File: src/rtl/icache_direct.sv
// Direct-mapped, read-only, one-word-per-frame instruction cache between the
// fetch stage and the memory controller; one outstanding fill at a time.
module icache_direct #(
  parameter int SETS = 16
) (
  input  logic        CLK,
  input  logic        RST,
  input  logic        imemREN,
  input  logic [31:0] imemaddr,
  output logic        ihit,
  output logic [31:0] imemload,
  input  logic        flush,
  output logic        iREN,
  output logic [31:0] iaddr,
  input  logic        iwait,
  input  logic [31:0] iload,
  output logic [31:0] hit_count,
  output logic [31:0] miss_count
);

  localparam int IW = $clog2(SETS);
  localparam int TW = 30 - IW;

  typedef enum logic {
    IDLE  = 1'b0,
    FETCH = 1'b1
  } state_t;

  state_t          state;
  logic [SETS-1:0] valid;
  logic [TW-1:0]   tag_mem  [SETS];
  logic [31:0]     data_mem [SETS];
  logic [31:0]     fill_addr;

  logic [IW-1:0]   req_idx;
  logic [TW-1:0]   req_tag;
  logic [IW-1:0]   fill_idx;
  logic [TW-1:0]   fill_tag;
  logic            lookup_hit;
  logic            idle_hit;
  logic            idle_miss;
  logic            fill_done;
  logic            fwd;
  logic            unused_addr_lsb;

  assign req_idx  = imemaddr[IW+1:2];
  assign req_tag  = imemaddr[31:IW+2];
  assign fill_idx = fill_addr[IW+1:2];
  assign fill_tag = fill_addr[31:IW+2];
  assign unused_addr_lsb = ^imemaddr[1:0];

  // A flush in IDLE hides the frame being looked up, so that request refetches.
  assign lookup_hit = valid[req_idx] && (tag_mem[req_idx] == req_tag);
  assign idle_hit   = (state == IDLE) && imemREN && lookup_hit && !flush;
  assign idle_miss  = (state == IDLE) && imemREN && !(lookup_hit && !flush);
  assign fill_done  = (state == FETCH) && !iwait;
  assign fwd        = fill_done && imemREN && (imemaddr[31:2] == fill_addr[31:2]);

  always_comb begin
    ihit     = !RST && (idle_hit || fwd);
    imemload = fwd ? iload : data_mem[req_idx];
  end

  assign iREN  = (state == FETCH);
  assign iaddr = fill_addr;

  always_ff @(posedge CLK) begin
    if (RST) begin
      state      <= IDLE;
      valid      <= '0;
      fill_addr  <= '0;
      hit_count  <= '0;
      miss_count <= '0;
    end else begin
      case (state)
        IDLE: begin
          if (flush) valid <= '0;
          if (idle_hit) hit_count <= hit_count + 32'd1;
          if (idle_miss) begin
            fill_addr  <= {imemaddr[31:2], 2'b00};
            miss_count <= miss_count + 32'd1;
            state      <= FETCH;
          end
        end
        FETCH: begin
          // The in-flight fill survives a flush: clear first, then mark its frame.
          if (flush) valid <= '0;
          if (!iwait) begin
            valid[fill_idx] <= 1'b1;
            state           <= IDLE;
          end
        end
        default: state <= IDLE;
      endcase
    end
  end

  always_ff @(posedge CLK) begin
    if (!RST && fill_done) begin
      tag_mem[fill_idx]  <= fill_tag;
      data_mem[fill_idx] <= iload;
    end
  end

endmodule

File: config.mk
export PLATFORM = sky130hd
export DESIGN_NAME = icache_direct
export DESIGN_NICKNAME = d
export VERILOG_FILES = /design/src/rtl/icache_direct.sv
export SDC_FILE = /design/constraint.sdc
export NUM_CORES = 1
export LEC_CHECK = 0
export CORE_UTILIZATION = 35
export DETAILED_ROUTE_END_ITERATION = 10
export PLACE_DENSITY = 0.61
export SYNTH_ARGS = -nofsm -noshare
export SYNTH_HDL_FRONTEND = slang
export SYNTH_SLANG_ARGS = --single-unit
File: constraint.sdc
create_clock -name CLK -period 18.09 [get_ports CLK]
set_input_delay 3.618 -clock CLK [delete_from_list [all_inputs] [get_ports CLK]]
set_output_delay 3.618 -clock CLK [all_outputs]
set_load 0.1 [all_outputs]
# Word level (Yosys, flattened, before mapping)
# Memory sizes are Yosys's and may differ from the RTL's.
# Cells that the tools add are included.
[classes]
add_sub_neg = 2
magnitude_cmp = 3
eq_ne = 2
n_mux = 15
n_bitwise = 2
n_reduce_logical = 19
[ops]
columns = ["operator", "count"]
rows = [
  ["$add 32x1->32 const B", 2],
  ["$mux 16", 4],
  ["$mux 32", 1],
  ["$pmux 16 s2", 1],
  ["$eq 30x30->1", 1],
  ["$eq 26x26->1", 1],
  ["$or 16x16->16", 1],
  ["$logic_and 1x1->1", 12],
  ["$lt 4x5->1 const B", 2],
  ["$mux 1", 6],
  ["$bmux 1 s4", 1],
  ["$demux 1 s4", 1],
  ["$ge 4x1->1 const B", 1],
  ["$logic_not 1->1", 4],
  ["$reduce_and 2->1", 2],
  ["$pmux 1 s2", 1],
  ["$logic_or 1x1->1", 1],
  ["$not 1->1", 1],
]
[totals]
regBits = 111
ram_bits = 928
input_bits = 69
out_inout_bits = 130
elab_cells = 50
n_memories = 2
[memory_table]
columns = ["name", "words", "word_bits", "read_ports", "rd_clocked_by_memory_dff", "write_ports", "line", "source"]
rows = [
  ["data_mem", 16, 32, 1, 0, 1, "32", "logic [31:0] data_mem [SETS];"],
  ["tag_mem", 16, 26, 1, 0, 1, "31", "logic [TW-1:0] tag_mem [SETS];"],
]

# Longest topological paths before layout
# Gate-level depths: netlist (run 1).
[logic_depth]
word_depth = 8
mapped_depth = 14
depth_no_buf = 9

# Least setup slack after synthesis (run 1)
# OpenSTA, ideal clock, no wires.
[synth_timing]
path_kind = "input -> output"
start = "in imemaddr[2]"
end = "out ihit"
arrival_time_ps = 7385
required_ps = 14472
setup_slack_ps = 7087
cell_stages = 13
path_buffers = 4
cell_sequence = "buf_4 > buf_4 > buf_4 > buf_2 > nor2b_1 > a22oi_1 > a32oi_1 > o211ai_1 > a21o_1 > or3_1 > nor3_1 > nand4_1 > a21oi_1"
[synth_via]
elab_chain_cells = 7
[synth_rtl]
columns = ["element", "line", "source"]
rows = [
  ["from (decl)", "9", "input logic [31:0] imemaddr,"],
  ["$mem_v2 16x26 or $bmux 1 s4 (tied branches)", "n/a", ""],
  ["$eq 26x26->1 or $mux 1 (tied branches)", "53", "assign lookup_hit = valid[req_idx] && (tag_mem[req_idx] == req_tag);"],
  ["$logic_and 1x1->1", "53", ""],
  ["$logic_and 1x1->1 (2 in a row)", "54", "assign idle_hit = (state == IDLE) && imemREN && lookup_hit && !flush;"],
  ["$logic_or 1x1->1 (*)", "60", "ihit = !RST && (idle_hit || fwd);"],
  ["$logic_and 1x1->1 (*)", "60", ""],
  ["to (decl)", "10", "output logic ihit,"],
]
# Mark *: on every way between the ends. The rest lies on a longest branch, timed or not. The select of a mux whose other input is x is not followed.

# Worst setup path in the final report (run 1)
[layout_timing]
start = "in imemaddr[4]"
end = "out ihit"
# Same word-level chain as after synthesis.

==> results.ini, run 1 <==
[outcome]
status = finished clean

[drt]
ant_nets = 0
drt_iter0_markers = 1831
vias_per_cell = 5.43
dr.pass1.iters = 7
totalWireLength_um = 103000
dr_total_vias = 21600
post_drt_wl_per_cell_um = 25.9
drc = 0

[placed_design]
portBuffers = 194
gp_congestion = 0.816
preCtsSetupSlack_ns = 5.45
post-dp-hpwl_um = 57300

[pwr]
powerDensity_nw_per_um2 = 104
pwr-share-seq_pct = 52.4
p_comb_share_pct = 7.0
power.switching_mw = 1.14
p_int_mw = 3.91
clkPwrFrac_pct = 40.6
swShare_pct = 22.6
leakage_nw = 15.8
max-vdd-ir-drop_mv = 0.0784

[worst_setup_path]
timing.rr.start = tag_mem[15][6]
cp_data_required_time_ns = 14.47
r2r_end = hit_count[17]
reg2reg_depth = 9
start_kind = primary input
ff2ff_setup_slack_ns = 13.38
crit_fanout = 54
endpoint_kind = output port
crit_type = in -> out
cp.arrival_ns = 9.01

[global_routing]
grt_pass1_wl_um = 150000
antenna_found_initial = 13
grt_overflow = 0
grt_max_degree = 70
track_usage_pct = 17.0
grt_pass1_vias = 21900

[final_layout]
fin_nets = 2439
syn2layout_area_growth_pct = 16.8
multi_input_area_um2 = 10900
layout_commonest_cell = edfxtp_1
seqCellArea_um2 = 30100
mostFrequentLayoutCells = edfxtp_1, mux4_2, clkdlybuf4s50_1
final_core_util_pct = 41.5
fillCellCount = 10100
drive_gt1_share_pct = 21.8

[worst_hold_path]
hold_path_end = valid[7]
hold_depth = 1
min_from = valid[7]
min_path_type = reg -> reg

[yosys]
synth_edf_count = 928
syn_area_um2 = 41500
ys.flop_type = edfxtp_1
postSynthCellCount = 2145
yosysUniqueCellTypes = 60
yosysWarnings = 0
syn_area_per_cell_um2 = 19.3
ys_seq_area_share_pct = 72.5
synth_async_sr_flop_share_pct = 0
synth_seq_cells = 1039

[clock_network]
cts_sinks = 1039
cts_setup_buffers = 0
cts_tree = built
root_buffer = clkbuf_16
cts_buffer_depth = 3
cts_resized = 0
cts_max_level = 3
ctsHoldBuffers = 0
cts_made_buffers = 100
clk_latency_ns = 0.68
clk_pin_slew_worst_paths_ns = 0.06

[floorplanning]
io_pins = 199
core-area_um2 = 117000
die-area_um2 = 120000
die_w_um = 346
rows = 125
initial_utilization_pct = 35.5
dieHeight_um = 346

[sta]
skew_ns = 0.0299
setup-tns-final_ns = 0
setup_ws_ns = 5.46
finalMaxSlewViolations = 0
period_minus_slack_ns = 12.63
tightest_slew_ns = 1.17
setup_viol = 0
rsz0062_at_grt = false
timing.final.crit_share_pct = 69.8
slew_headroom_pct = 21.9
hold_viol_final = 0
timing.fmax_mhz = 79.2

[run]
cap_violations = 0

## layout make-up
class                      count  share of cell area [%]
tap                         1524                    3.94
clock inverter                52                    1.15
inverter                      23                   0.181
sequential                  1039                    62.1
antenna                        3                  0.0155
clock buffer                 128                    5.47
timing repair buffer         234                    4.64
multi-input combinational    970                    22.5
## worst max path at each step
| stage | cells past startpoint | end | from | slack, ns |
|---|---|---|---|---|
| after global routing | 12 | ihit | imemaddr[4] | 5.18 |
| after global placement | 13 | ihit | imemaddr[4] | 5.47 |
| after detailed placement | 13 | ihit | imemaddr[4] | 5.45 |
| after CTS | 13 | ihit | imemaddr[4] | 5.45 |
| final | 12 | ihit | imemaddr[4] | 5.46 |
| after floorplan | 13 | ihit | imemaddr[2] | 7.09 |
## logic make-up after synthesis
logic type      share of synthesized area [%]
flops                                    72.5
mux                                      17.9
simple gates                             4.26
compound gates                           2.37
buf+inv                                  1.47
xor+xnor                                 1.41
fa+ha+maj                              0.0603
other cells                           0.00904
## flip-flops by register name (all words and copies together), names as in the netlist
signal and flops:
iREN 1, valid 16, hit_count 32, iaddr 30, miss_count 32, data_mem 512
tag_mem 416
## stage by stage
step	power, mW	cells	hold WS (ns)	cell area [um^2]
floorplan	2.94	2146	0.421	41500
global placement	3.05	3790	0.428	45200
detailed placement	3.06	3790	0.437	45200
CTS	5.10	3970	0.450	48400
global route	5.19	3970	0.469	48400
finish	5.05	3973	0.452	48500
## critical path: stages
cell	delay, ns
buf_6	0.37
buf_4	0.85
buf_4	0.87
mux4_2	0.60
mux2i_1	0.16
mux2i_1	0.18
xnor2_1	0.32
nand4b_1	0.13
nor4_1	0.22
nand4_1	0.14
a21oi_1	0.19
clkdlybuf4s50_1	1.23
## cells in the mapped netlist (all sizes together) (34+ instances only)
cell	count	area (um^2)
edfxtp	928	27900
xnor2	34	298
mux2i	113	1130
mux2	64	721
nor2	92	345
mux4	247	5560
nor2b	35	219
a21oi	38	194
buf	66	343
nand4	35	219
clkbuf	48	180
dfxtp	111	2220
nand2	40	153
## layer usage
metal  vias to the layer above  global-route usage, %  part of all wire (%)  routed length [um]
li1                       9207                      -                     -                   -
met1                     11500                   23.5                    44               44700
met2                       741                   27.5                    48               49200
met3                       131                   3.76                   7.0                7230
met4                        18                   3.47                   1.5                1550
met5                         -                      0                 0.097                 100
## power by group through the flow
stage / combinational [mW] / clock [mW] / sequential, mW
after detailed placement: 0.358 / 0 / 2.70
after floorplan: 0.213 / 0 / 2.72
after global placement: 0.354 / 0 / 2.69
after CTS: 0.360 / 2.09 / 2.65
after global routing: 0.374 / 2.17 / 2.65
final: 0.355 / 2.05 / 2.65
No activity file was read; power rests on OpenSTA's default activity.
==> run 2: changes to the inputs <==
Settings changed: PLACE_DENSITY 0.61 to 0.63.
Clock period 18.09 ns to 11.19 ns, I/O delays scaled along.
==> results.ini, run 2 (same netlist as run 1, synthesis figures left out) <==
[outcome]
status = finished clean  ; unchanged

[placed_design]
portBuffers = 194  ; unchanged
gp_congestion = 0.859  ; was 0.816
post-dp-hpwl_um = 56200  ; was 57300 um

[run]
cap_violations = 0  ; unchanged

[worst_setup_path]
crit_type = in -> out  ; unchanged
reg2reg_depth = 9  ; unchanged
slowest_stage = clkdlybuf4s50_1  ; unchanged
endpoint_kind = output port  ; unchanged
cp_data_required_time_ns = 8.95  ; was 14.47 ns
start_kind = primary input  ; unchanged
critPathMaxStageDelay_ns = 1.27  ; was 1.23 ns
crit_fanout = 59  ; was 54
cp.arrival_ns = 7.18  ; was 9.01 ns
path_cells = buf_8 -> buf_4 -> mux4_2 -> a32oi_1 -> o211ai_1 -> a21o_1 -> or3_1 -> nor3_1 -> nand4_1 -> a21oi_1 -> clkdlybuf4s50_1  ; was buf_6 -> buf_4 -> buf_4 -> mux4_2 -> mux2i_1 -> mux2i_1 -> xnor2_1 -> nand4b_1 -> nor4_1 -> nand4_1 -> a21oi_1 -> clkdlybuf4s50_1

[floorplanning]
die_w_um = 346  ; unchanged
dieHeight_um = 346  ; unchanged
initial_utilization_pct = 35.5  ; unchanged
core-area_um2 = 117000  ; unchanged
die-area_um2 = 120000  ; unchanged
io_pins = 199  ; unchanged
rows = 125  ; unchanged

[drt]
drt_iter0_markers = 1875  ; was 1831
post_drt_wl_per_cell_um = 25.4  ; was 25.9 um
totalWireLength_um = 101000  ; was 103000 um
ant_nets = 0  ; unchanged
drc = 0  ; unchanged
dr.pass1.iters = 7  ; unchanged
dr_total_vias = 21600  ; about the same
vias_per_cell = 5.43  ; about the same

[clock_network]
cts_max_level = 3  ; unchanged
cts_tree = built  ; unchanged
cts_setup_buffers = 0  ; unchanged
ctsHoldBuffers = 0  ; unchanged
root_buffer = clkbuf_16  ; unchanged
cts_resized = 0  ; unchanged
clk_latency_ns = 0.67  ; was 0.68 ns
cts_made_buffers = 99  ; was 100
cts_sinks = 1039  ; unchanged
cts_buffer_depth = 3  ; unchanged
clk_pin_slew_worst_paths_ns = 0.06  ; about the same

[sta]
worst_hold_slack_ns = 0.453  ; was 0.452 ns
rsz0062_at_grt = false  ; unchanged
timing.fmax_mhz = 106
skew_ns = 0.0296  ; was 0.0299 ns
setup_viol = 0  ; unchanged
slew_headroom_pct = 21.9  ; about the same
period_minus_slack_ns = 9.42
hold_viol_final = 0  ; unchanged
finalMaxSlewViolations = 0  ; unchanged
tightest_slew_ns = 1.17  ; about the same
setup-tns-final_ns = 0  ; unchanged
timing.final.crit_share_pct = 84.2

[final_layout]
mostFrequentLayoutCells = edfxtp_1, mux4_2, clkdlybuf4s50_1  ; unchanged
largest_reg_flops = 512  ; unchanged
fillCellCount = 10200  ; was 10100
drive_gt1_share_pct = 22.0  ; was 21.8%
regMostFlops = data_mem  ; unchanged
largest_registers = data_mem (512), tag_mem (416)  ; unchanged
fin_nets = 2434  ; was 2439
syn2layout_area_growth_pct = 16.9  ; was 16.8%
layout_commonest_cell = edfxtp_1  ; unchanged

[global_routing]
track_usage_pct = 16.6  ; was 17.0%
grt_overflow = 0  ; unchanged
grt_max_degree = 101  ; was 70
grt_pass1_wl_um = 147000  ; was 150000 um
grt_pass1_vias = 21700  ; was 21900
antenna_found_initial = 7  ; was 13

[worst_hold_path]
hold_depth = 1  ; unchanged
min_path_type = reg -> reg  ; unchanged

[pwr]
leakage_nw = 15.8  ; about the same
powerDensity_nw_per_um2 = 169  ; was 104 nW/um^2
max-vdd-ir-drop_mv = 0.121  ; was 0.0784 mV

==> run 2: cell types whose count changed in the layout (fill, tap and decap cells not counted), sizes merged <==
| cell | change |
|---|---|
| clkinv | +9 |
| clkbuf | -5 |
| diode | -2 |
| buf | -5 |
| inv | +1 |
==> run 2: final cells by class <==
cell class                 count  area [um^2]  share of cell area [%]
antenna                        1         2.50                 0.00516
clock buffer                 122         2650                    5.46
clock inverter                62          603                    1.24
inverter                      23         87.6                   0.181
multi-input combinational    970        10900                    22.5
sequential                  1039        30100                    62.1
tap                         1524         1910                    3.93
timing repair buffer         230         2230                    4.59
==> run 2: power breakdown <==
part	total, mW	internal (mW)	switching (mW)
Sequential	4.28	4.24	0.0379
Combinational	0.570	0.199	0.371
Clock	3.34	1.90	1.45
Total	8.19	6.34	1.85
==> run 2: path summary, 6_finish.rpt <==
kind | startpoint | slack [ns] | end
min reg2reg | valid[12] | 0.45 | valid[12]
min | valid[12] | 0.45 | valid[12]
max reg2reg | tag_mem[13][6] | 6.58 | hit_count[9]
max | imemaddr[2] | 1.77 | ihit
==> run 2: per-stage QoR <==
stage          power [mW]  cells  area (um^2)  util, %  worst slack, ns
3_3_place_gp         4.93   3786        45200     38.7             1.75
5_1_grt              8.43   3970        48500     41.5             1.46
2_1_floorplan        4.75   2146        41500        -             2.95
3_5_place_dp         4.94   3786        45200     38.7             1.69
6_report             8.19   3971        48500     41.5             1.77
4_1_cts              8.26   3970        48500     41.5             1.65
==> run 2: routing by layer <==
layer  vias up  GRT usage, %  share of wire (%)
met5         -             0              0.073
met3       154          3.74                6.8
li1       9214             -                  -
met2       735          26.7                 48
met4        12          3.95                1.9
met1     11500          22.9                 43
==> run 2: worst max-delay path: cells and delay by family <==
kind / cells / cell delay, ns
simple gates: 3 / 0.76
mux: 1 / 0.65
buf+inv: 3 / 2.57
compound gates: 4 / 0.78
==> run 3: changes to the inputs <==
Settings changed: PLACE_DENSITY 0.63 to 0.61.
Clock period 11.19 ns to 9.2 ns, I/O delays scaled along.
==> results.ini, run 3 (same netlist as run 1, synthesis figures left out) <==
[final_layout]
layout_commonest_cell = edfxtp_1  ; unchanged
syn2layout_area_growth_pct = 16.9  ; about the same
mostFrequentLayoutCells = edfxtp_1, mux4_2, clkdlybuf4s50_1  ; unchanged
drive_gt1_share_pct = 22.1  ; was 22.0%
finalNonFillerCells = 3978  ; was 3971
fin_nets = 2438  ; was 2434
largest_registers = data_mem (512), tag_mem (416)  ; unchanged
fillCellCount = 10200  ; about the same
stdcell_area_um2 = 48500  ; about the same
largest_reg_flops = 512  ; unchanged
regMostFlops = data_mem  ; unchanged

[worst_setup_path]
endpoint_kind = output port  ; unchanged
cp_data_required_time_ns = 7.36  ; was 8.95 ns
path_cells = clkdlybuf4s50_1 -> xor2_1 -> nor4_1 -> nand4_1 -> nor4_2 -> buf_4 -> mux2_2 -> clkdlybuf4s50_1  ; was buf_8 -> buf_4 -> mux4_2 -> a32oi_1 -> o211ai_1 -> a21o_1 -> or3_1 -> nor3_1 -> nand4_1 -> a21oi_1 -> clkdlybuf4s50_1
critPathMaxStageDelay_ns = 1.16  ; was 1.27 ns
crit_buf_inv = 3  ; unchanged
crit_type = in -> out  ; unchanged
cp.arrival_ns = 5.77  ; was 7.18 ns
slowest_stage = clkdlybuf4s50_1  ; unchanged
crit_fanout = 32  ; was 59
start_kind = primary input  ; unchanged
path_delay_family = buffers and inverters  ; unchanged
crit_top_cell = clkdlybuf4s50_1

[global_routing]
grt_pass1_vias = 21800  ; was 21700
antenna_found_initial = 16  ; was 7
grt_pass1_wl_um = 149000  ; was 147000 um
grt_overflow = 0  ; unchanged
busiest_layer = met2  ; unchanged
grtUsageMet1_pct = 23.3  ; was 22.9%
grt_max_degree = 132  ; was 101
track_usage_pct = 16.9  ; was 16.6%
use_met2_pct = 27.0  ; was 26.7%
met3_usage_pct = 4.11  ; was 3.74%

[run]
cap_violations = 0  ; unchanged

[sta]
slew_headroom_pct = 19.5  ; was 21.9%
tightest_slew_ns = 1.20  ; was 1.17 ns
rsz0062_at_grt = false  ; unchanged
setup_viol = 0  ; unchanged
setup-tns-final_ns = 0  ; unchanged
finalMaxSlewViolations = 0  ; unchanged
timing.fmax_mhz = 131
skew_ns = 0.0356  ; was 0.0296 ns
period_minus_slack_ns = 7.61
hold_viol_final = 0  ; unchanged
timing.final.crit_share_pct = 82.7

[clock_network]
cts_max_level = 3  ; unchanged
cts_setup_buffers = 0  ; unchanged
cts_buffer_depth = 3  ; unchanged
ctsHoldBuffers = 0  ; unchanged
clk_latency_ns = 0.68  ; was 0.67 ns
cts_tree = built  ; unchanged
cts_made_buffers = 101  ; was 99
cts_sinks = 1039  ; unchanged
root_buffer = clkbuf_16  ; unchanged
cts_resized = 0  ; unchanged
clk_pin_slew_worst_paths_ns = 0.06  ; about the same

[drt]
dr_total_vias = 21500  ; was 21600
drt_iter0_markers = 1994  ; was 1875
ant_nets = 0  ; unchanged
dr.pass1.iters = 5  ; was 7
post_drt_wl_per_cell_um = 25.7  ; was 25.4 um
totalWireLength_um = 102000  ; was 101000 um
drc = 0  ; unchanged
vias_per_cell = 5.40  ; was 5.43

[floorplanning]
io_pins = 199  ; unchanged
die-area_um2 = 120000  ; unchanged
die_w_um = 346  ; unchanged
initial_utilization_pct = 35.5  ; unchanged
dieHeight_um = 346  ; unchanged
core-area_um2 = 117000  ; unchanged
rows = 125  ; unchanged

[placed_design]
dpl-instance-area_um2 = 45300  ; was 45200 um^2
gp_congestion = 0.824  ; was 0.859
dp_cells = 3788  ; was 3786
portBuffers = 194  ; unchanged
post-dp-hpwl_um = 56200  ; about the same

[worst_hold_path]
min_path_type = reg -> reg  ; unchanged

[pwr]
max-vdd-ir-drop_mv = 0.158  ; was 0.121 mV
p_total_mw = 9.95  ; was 8.19 mW
leakage_nw = 15.8  ; about the same
powerDensity_nw_per_um2 = 205  ; was 169 nW/um^2

[outcome]
status = finished clean  ; unchanged

run 3: cell count changes in the layout (fill, tap and decap cells not counted), sizes merged:
cell	change
buf	+10
clkbuf	+9
clkdlybuf4s50	-7
clkinv	-7
diode	+3
bufinv	-1
clkinvlp	+1
inv	-1
run 3: final cells by class:
cell class	instances	area [um^2]	area share, %
inverters	23	87.6	0.181
well taps	1524	1910	3.93
diodes	4	10.0	0.0206
clock inverters	54	536	1.10
clock buffers	132	2700	5.56
flip-flops and latches	1039	30100	62.0
multi-input cells	970	10900	22.5
repair buffers	232	2260	4.67
run 3: report_power, final:
group | total (mW) | internal, mW | switching, mW | leakage [nW]
combinational | 0.696 | 0.243 | 0.453 | 4.67
clock | 4.06 | 2.30 | 1.76 | 1.57
sequential | 5.20 | 5.16 | 0.0439 | 9.54
total | 9.95 | 7.70 | 2.26 | 15.8
run 3: worst paths after layout:
check | end | slack (ns) | cells after the start | from
max | imemload[0] | 1.59 | 8 | imemaddr[6]
max reg2reg | hit_count[19] | 4.58 | 9 | tag_mem[13][6]
min reg2reg | valid[2] | 0.45 | 1 | valid[2]
min | valid[2] | 0.45 | 1 | valid[2]
run 3: through the flow:
step,utilization [%],setup WS (ns),hold slack [ns]
global route,41.5,1.35,0.468
global placement,38.7,1.59,0.428
finish,41.5,1.59,0.449
floorplan,-,1.75,0.421
detailed placement,38.7,1.56,0.435
CTS,41.5,1.53,0.449
run 3: worst reg2reg max path: stages (launching register included):
cell	delay (ns)
edfxtp_1	0.37
mux4_2	0.46
mux2i_1	0.19
mux2_2	0.37
a2111oi_0	0.63
a41oi_1	0.26
nor4_4	0.84
nand2_2	0.50
nor4b_1	0.50
mux2_2	0.38
run 3: metal layers:
layer | wire length [um] | up-vias
li1 | - | 9202
met1 | 43800 | 11400
met2 | 48800 | 763
met3 | 7670 | 143
met4 | 1960 | 16
met5 | 101 | -
